===== config.mk =====
export PLATFORM = sky130hd
export DESIGN_NAME = pipe_adder_flat
export DESIGN_NICKNAME = d
export VERILOG_FILES = /design/src/rtl/pipe_adder_pkg.sv /design/src/rtl/pipe_adder_if.sv /design/src/rtl/pipe_adder_stage.sv /design/src/rtl/pipe_adder.sv /design/src/flat_wrapper.sv
export SDC_FILE = /design/constraint.sdc
export NUM_CORES = 1
export LEC_CHECK = 0
export ABC_AREA = 1
export CORE_UTILIZATION = 55
export CTS_BUF_LIST = sky130_fd_sc_hd__clkbuf_8
export DETAILED_ROUTE_END_ITERATION = 10
export GPL_TIMING_DRIVEN = 0
export PLACE_DENSITY_LB_ADDON = 0.2
export SYNTH_ARGS = -nofsm -noshare
export SYNTH_HDL_FRONTEND = slang
export SYNTH_SLANG_ARGS = --single-unit
export TNS_END_PERCENT = 10

===== constraint.sdc =====
create_clock -name clk -period 2.33 [get_ports clk]
set_clock_uncertainty 0.15 [all_clocks]
set_input_delay 0.3495 -clock clk [delete_from_list [all_inputs] [get_ports clk]]
set_output_delay 0.3495 -clock clk [all_outputs]
set_load 0.01 [all_outputs]

===== src/rtl/pipe_adder_pkg.sv =====
// pipe_adder_pkg: slice/stage helpers shared by the pipelined adder family.
package pipe_adder_pkg;
   localparam int DEF_WIDTH  = 32;
   localparam int DEF_STAGES = 4;
   function automatic bit cfg_ok(input int width, input int stages);
      return width >= 1 && stages >= 1 && stages <= width && width % stages == 0;
   endfunction
   function automatic int slice_width(input int width, input int stages);
      return stages >= 1 ? width / stages : width;
   endfunction
   function automatic int slice_lo(input int k, input int slice);
      return k * slice;
   endfunction
endpackage


===== src/rtl/pipe_adder_if.sv =====
// pipe_adder_if: operand/result stream bundle for pipe_adder.
// PIPE_ADDER_OVF_EN adds the ovf result signal.
interface pipe_adder_if #(parameter int WIDTH = 32);
   logic             in_valid;
   logic             in_ready;
   logic [WIDTH-1:0] a;
   logic [WIDTH-1:0] b;
   logic             c_in;
   logic             out_valid;
   logic             out_ready;
   logic [WIDTH-1:0] sum;
   logic             c_out;
`ifdef PIPE_ADDER_OVF_EN
   logic             ovf;
   modport master (output in_valid, a, b, c_in, out_ready,
                   input  in_ready, out_valid, sum, c_out, ovf);
   modport slave  (input  in_valid, a, b, c_in, out_ready,
                   output in_ready, out_valid, sum, c_out, ovf);
`else
   modport master (output in_valid, a, b, c_in, out_ready,
                   input  in_ready, out_valid, sum, c_out);
   modport slave  (input  in_valid, a, b, c_in, out_ready,
                   output in_ready, out_valid, sum, c_out);
`endif
endinterface


===== src/rtl/pipe_adder_stage.sv =====
// pipe_adder_stage: one SLICE-bit slice of the pipelined adder with its carry and valid registers.
module pipe_adder_stage
   import pipe_adder_pkg::*;
#(
   parameter int WIDTH = DEF_WIDTH,
   parameter int SLICE = DEF_WIDTH / DEF_STAGES,
   parameter int K     = 0
) (
   input  logic             clk,
   input  logic             rst_n,
   input  logic             ld_i,
   input  logic             v_i,
   input  logic [WIDTH-1:0] x_i,
   input  logic [WIDTH-1:0] y_i,
   input  logic             c_i,
   output logic             v_o,
   output logic [WIDTH-1:0] x_o,
   output logic [WIDTH-1:0] y_o,
   output logic             c_o
);
   localparam int LO = slice_lo(K, SLICE);
   localparam logic [WIDTH-1:0] KEEP = {WIDTH{1'b1}} << (LO + SLICE);
   logic             v_q;
   logic             c_q;
   logic [WIDTH-1:0] x_q;
   logic [WIDTH-1:0] y_q;
   logic [WIDTH-1:0] x_d;
   logic [SLICE:0]   s;
   assign s = {1'b0, x_i[LO +: SLICE]} + {1'b0, y_i[LO +: SLICE]} + {{SLICE{1'b0}}, c_i};
   // x: finished sum bits below the slice top, untouched A bits above; y: only unconsumed B bits
   always_comb begin
      x_d = x_i;
      x_d[LO +: SLICE] = s[SLICE-1:0];
   end
   always_ff @(posedge clk or negedge rst_n) begin
      if (!rst_n) begin
         v_q <= 1'b0;
         c_q <= 1'b0;
         x_q <= '0;
         y_q <= '0;
      end else if (ld_i) begin
         v_q <= v_i;
         if (v_i) begin
            x_q <= x_d;
            y_q <= y_i & KEEP;
            c_q <= s[SLICE];
         end
      end
   end
   assign v_o = v_q;
   assign x_o = x_q;
   assign y_o = y_q;
   assign c_o = c_q;
endmodule


===== src/rtl/pipe_adder.sv =====
// pipe_adder: pipelined ripple-carry adder, one slice per stage, valid/ready on both sides.
// Define PIPE_ADDER_OVF_EN to add the registered signed-overflow output ovf.
module pipe_adder
   import pipe_adder_pkg::*;
#(
   parameter int WIDTH  = DEF_WIDTH,
   parameter int STAGES = DEF_STAGES
) (
   input logic         clk,
   input logic         rst_n,
   pipe_adder_if.slave bus
);
   localparam int SLICE = slice_width(WIDTH, STAGES);
   if (!cfg_ok(WIDTH, STAGES)) begin : g_bad_cfg
      $error("pipe_adder: illegal WIDTH/STAGES combination");
   end
   logic [STAGES:0]  v_s;
   logic [STAGES:0]  c_s;
   logic [STAGES:0]  rdy;
   logic [WIDTH-1:0] x_s [STAGES+1];
   logic [WIDTH-1:0] y_s [STAGES+1];
   logic [WIDTH-1:0] sum_w;
   assign v_s[0] = bus.in_valid;
   assign c_s[0] = bus.c_in;
   assign x_s[0] = bus.a;
   assign y_s[0] = bus.b;
   // stage k sits between v_s[k] (its input) and v_s[k+1] (its register)
   always_comb begin
      rdy = '0;
      rdy[STAGES] = bus.out_ready;
      for (int k = STAGES - 1; k >= 0; k--) rdy[k] = !v_s[k+1] || rdy[k+1];
   end
   for (genvar k = 0; k < STAGES; k++) begin : g_stage
      pipe_adder_stage #(.WIDTH(WIDTH), .SLICE(SLICE), .K(k)) u_stage (
         .clk  (clk),
         .rst_n(rst_n),
         .ld_i (rdy[k]),
         .v_i  (v_s[k]),
         .x_i  (x_s[k]),
         .y_i  (y_s[k]),
         .c_i  (c_s[k]),
         .v_o  (v_s[k+1]),
         .x_o  (x_s[k+1]),
         .y_o  (y_s[k+1]),
         .c_o  (c_s[k+1])
      );
   end
   // every B slice is consumed by now, so y_s[STAGES] is all-zero
   assign sum_w         = x_s[STAGES] | y_s[STAGES];
   assign bus.sum       = sum_w;
   assign bus.c_out     = c_s[STAGES];
   assign bus.out_valid = v_s[STAGES];
   assign bus.in_ready  = rdy[0];
`ifdef PIPE_ADDER_OVF_EN
   logic p_q;
   always_ff @(posedge clk or negedge rst_n) begin
      if (!rst_n) p_q <= 1'b0;
      else if (rdy[STAGES-1] && v_s[STAGES-1]) p_q <= x_s[STAGES-1][WIDTH-1] ^ y_s[STAGES-1][WIDTH-1];
   end
   // carry into the MSB is a^b^sum at that bit
   assign bus.ovf = v_s[STAGES] & (p_q ^ sum_w[WIDTH-1] ^ c_s[STAGES]);
`endif
endmodule


===== src/flat_wrapper.sv =====
// flat-port wrapper written by rule: the top's interface ports become plain ports
module pipe_adder_flat import pipe_adder_pkg::*;
#(
   parameter int WIDTH  = DEF_WIDTH,
   parameter int STAGES = DEF_STAGES
)
  (clk, rst_n, bus_in_valid, bus_a, bus_b, bus_c_in, bus_out_ready, bus_in_ready, bus_out_valid, bus_sum, bus_c_out);
  pipe_adder_if #(.WIDTH(WIDTH)) bus_i ();
  input logic clk;
  input logic rst_n;
  input wire logic [$bits(bus_i.in_valid)-1:0] bus_in_valid;
  input wire logic [$bits(bus_i.a)-1:0] bus_a;
  input wire logic [$bits(bus_i.b)-1:0] bus_b;
  input wire logic [$bits(bus_i.c_in)-1:0] bus_c_in;
  input wire logic [$bits(bus_i.out_ready)-1:0] bus_out_ready;
  output wire logic [$bits(bus_i.in_ready)-1:0] bus_in_ready;
  output wire logic [$bits(bus_i.out_valid)-1:0] bus_out_valid;
  output wire logic [$bits(bus_i.sum)-1:0] bus_sum;
  output wire logic [$bits(bus_i.c_out)-1:0] bus_c_out;
  assign bus_i.in_valid = bus_in_valid;
  assign bus_i.a = bus_a;
  assign bus_i.b = bus_b;
  assign bus_i.c_in = bus_c_in;
  assign bus_i.out_ready = bus_out_ready;
  assign bus_in_ready = bus_i.in_ready;
  assign bus_out_valid = bus_i.out_valid;
  assign bus_sum = bus_i.sum;
  assign bus_c_out = bus_i.c_out;
  pipe_adder #(.WIDTH(WIDTH), .STAGES(STAGES)) u_core (.clk(clk), .rst_n(rst_n), .bus(bus_i));
endmodule

==> results.toml, run 1 <==
[sta]
worstMarginPinSlew_ns = 0.5685
fmax_mhz = 467.7
setup_viol = 0
final_hold_viol_count = 0
report.final.slew_viol_count = 0
min_period_ns = 2.138
max-slew-margin-rel_pct = 62.10
hold_slack_ns = 0.2485
setup_ws_ns = 0.1921
setup_tns_ns = 0
fin_crit_sh_pct = 91.76
rsz0062_at_grt = "false"

[cells_and_area]
final_cell_mix = "408 x nand2_1, 184 x dfrtp_1, 101 x clkdlybuf4s50_1"
syn2layout_area_growth_pct = 20.87
register_area_mm2 = 0.004604
drive_gt1_share_pct = 6.721
final_common_cell = "nand2_1"
nNetsFinal = 1193
final_core_util_pct = 68.39
antennaDiodeCount = 0
fillerInstances = 1191
multi_input_area_mm2 = 0.003114

[logic_synthesis]
syn_inst = 964
synth_cell_types = 26
async_flop_share_pct = 100.0
ys_ff_latch = 184
yosysSeqAreaShare_pct = 55.78
avgSynthCellArea_um2 = 8.562
ys_warn_count = 0
synth_edf_count = 0
synth_area_mm2 = 0.008254
synth_flop_cell = "dfrtp_1"
synth_nets = 1069

[route]
drc = 0
drtPass1Iterations = 5
routed_wl_um = 17020
post_drt_wl_per_cell_um = 13.24
ant_nets = 0
drt_iter0_markers = 412
num_vias = 6334
via_per_inst = 4.929

[critical_path]
start_kind = "flip-flop"
critPathRequiredTime_ns = 2.53
path_class = "reg2reg"
arrival_ns = 2.34
path_max_fanout = 3
endpoint_kind = "flip-flop"

[outcome]
status = "complete, no violations"

[clock_tree]
cts_tree = "done"
post-cts-setup-buffers = 0
htreeDepth = 4
numCtsBuffers = 17
path_clk_slew_ns = 0.09
clockRootBuffer = "clkbuf_8"
clk_path_buf_depth = 2
cts.sinks = 184
clkLatencyLatePin_ns = 0.47

[min_path]
hp-class = "in2reg"

[floorplan]
num_rows = 44
io_pins = 104
coreArea_mm2 = 0.01459
dieArea_mm2 = 0.01550
initial_core_util_pct = 56.58
die_x_um = 124.5
die_y_um = 124.5

[flow_run]
drv_cap = 0

[grt]
grt_first_pass_wirelength_um = 28860
antenna_found_initial = 0
grt_pass1_vias = 6062
grt-ovfl-total = 0
grt_max_degree = 118
grtUsageTotal_pct = 23.60

[pwr]
power_per_cell_area_mw_per_mm2 = 1147
p_leak_nw = 5.160
p_total_mw = 11.44
peakVddDrop_mv = 0.4633

[placement]
place.gp.congestion = 0.8574
port_buffers = 103
pre_cts_ws_ns = -0.08258
hpwl_um = 12690
-- per-layer routing --
metal	vias up	track usage (%)	share of wire (%)
met5	-	0	0
met4	0	7.229	1.6
met3	18	4.167	3.8
met2	150	36.66	46
met1	2917	34.03	49
li1	3249	-	-
-- registers in the layout (all words and copies together) (netlist names) --
| name | flops |
|---|---|
| u_core.g_stage.u_stage.v_o | 4 |
| u_core.g_stage.u_stage.c_o | 4 |
| u_core.g_stage.u_stage.x_o | 128 |
| u_core.g_stage.u_stage.y_o | 48 |
-- worst paths after layout --
check / start / to / slack [ns] / depth (start not counted)
min in group asynchronous: rst_n / u_core.g_stage[0].u_stage.x_o[21]$_DFFE_PN0P_ / 0.26 / 2
hold reg to reg: u_core.g_stage[0].u_stage.x_o[1]$_DFFE_PN0P_ / u_core.g_stage[1].u_stage.x_o[1]$_DFFE_PN0P_ / 0.33 / 2
setup reg to reg: u_core.g_stage[1].u_stage.x_o[16]$_DFFE_PN0P_ / u_core.g_stage[2].u_stage.x_o[18]$_DFFE_PN0P_ / 0.19 / 5
max in group asynchronous: rst_n / u_core.g_stage[1].u_stage.x_o[6]$_DFFE_PN0P_ / 0.86 / 3
setup / recovery: u_core.g_stage[1].u_stage.x_o[16]$_DFFE_PN0P_ / u_core.g_stage[2].u_stage.x_o[18]$_DFFE_PN0P_ / 0.19 / 5
hold / removal: bus_a[13] / u_core.g_stage[0].u_stage.x_o[13]$_DFFE_PN0P_ / 0.25 / 3
-- area by class of cell --
type | count | share of cell area (%)
Inverter | 96 | 3.612
Multi-Input combinational cell | 649 | 31.21
Clock inverter | 14 | 1.693
Buffer | 35 | 1.756
Tap cell | 184 | 2.308
Clock buffer | 18 | 2.483
Timing Repair Buffer | 105 | 10.79
Sequential cell | 184 | 46.15
-- through the flow --
stage	area, um^2	cells
after floorplan	8254	964
after global placement	9515	1251
after detailed placement	9548	1252
after CTS	9975	1285
after global routing	9977	1285
final	9977	1285
-- where the power goes --
group / leakage [nW] / internal [mW] / switching, mW
Sequential: 2.29 / 4.31 / 0.596
Combinational: 2.66 / 1.80 / 2.49
Clock: 0.215 / 1.10 / 1.15
-- critical path, cell delays in order, from the launching register on --
cell	delay (ns)
dfrtp_1	0.41
fa_1	0.47
fa_1	0.41
or2_2	0.30
nand3_1	0.16
o21ai_0	0.12
-- cell families after synthesis --
family,count (synthesis),share of synthesized area [%]
and+or+nand+nor,484,23.37
DFF,184,55.78
buffers and inverters,131,6.488
AOI/OAI and AO/OA,123,7.534
adders and majority gates,36,6.185
xor gates and xnor gates,6,0.6366
-- repair_timing --
item	CTS	global route
hold endpoints to repair	67	0
resized for setup	0	1
hold buffers	1	0
endpoints found under the setup margin	0	1
-- cell usage after synthesis (4+ instances only) --
| cell type | number | area share (%) |
|---|---|---|
| buf_2 | 23 | 1.4 |
| nand3b_1 | 6 | 0.55 |
| o21ai_0 | 84 | 5.1 |
| clkbuf_1 | 10 | 0.45 |
| inv_1 | 91 | 4.1 |
| ha_1 | 28 | 4.2 |
| nand2_1 | 408 | 19 |
| dfrtp_1 | 184 | 56 |
| nand3_1 | 37 | 2.2 |
| or2_2 | 6 | 0.45 |
| inv_2 | 5 | 0.23 |
| o21ai_1 | 21 | 1.3 |
| nor2_1 | 20 | 0.91 |
| a21oi_1 | 15 | 0.91 |
| xor2_1 | 4 | 0.42 |
| fa_1 | 8 | 1.9 |
Power figures use the tool's default switching activity.
==> inputs of run 2 (changes only) <==
--- a/config.mk
+++ b/config.mk
@@ -11,6 +11,7 @@
 export DETAILED_ROUTE_END_ITERATION = 10
 export GPL_TIMING_DRIVEN = 0
 export PLACE_DENSITY_LB_ADDON = 0.2
+export SKIP_LAST_GASP = 1
 export SYNTH_ARGS = -nofsm -noshare
 export SYNTH_HDL_FRONTEND = slang
 export SYNTH_SLANG_ARGS = --single-unit
==> results of run 2 <==
Same layout as run 1: the final DEF is identical, and so are final timing and power.
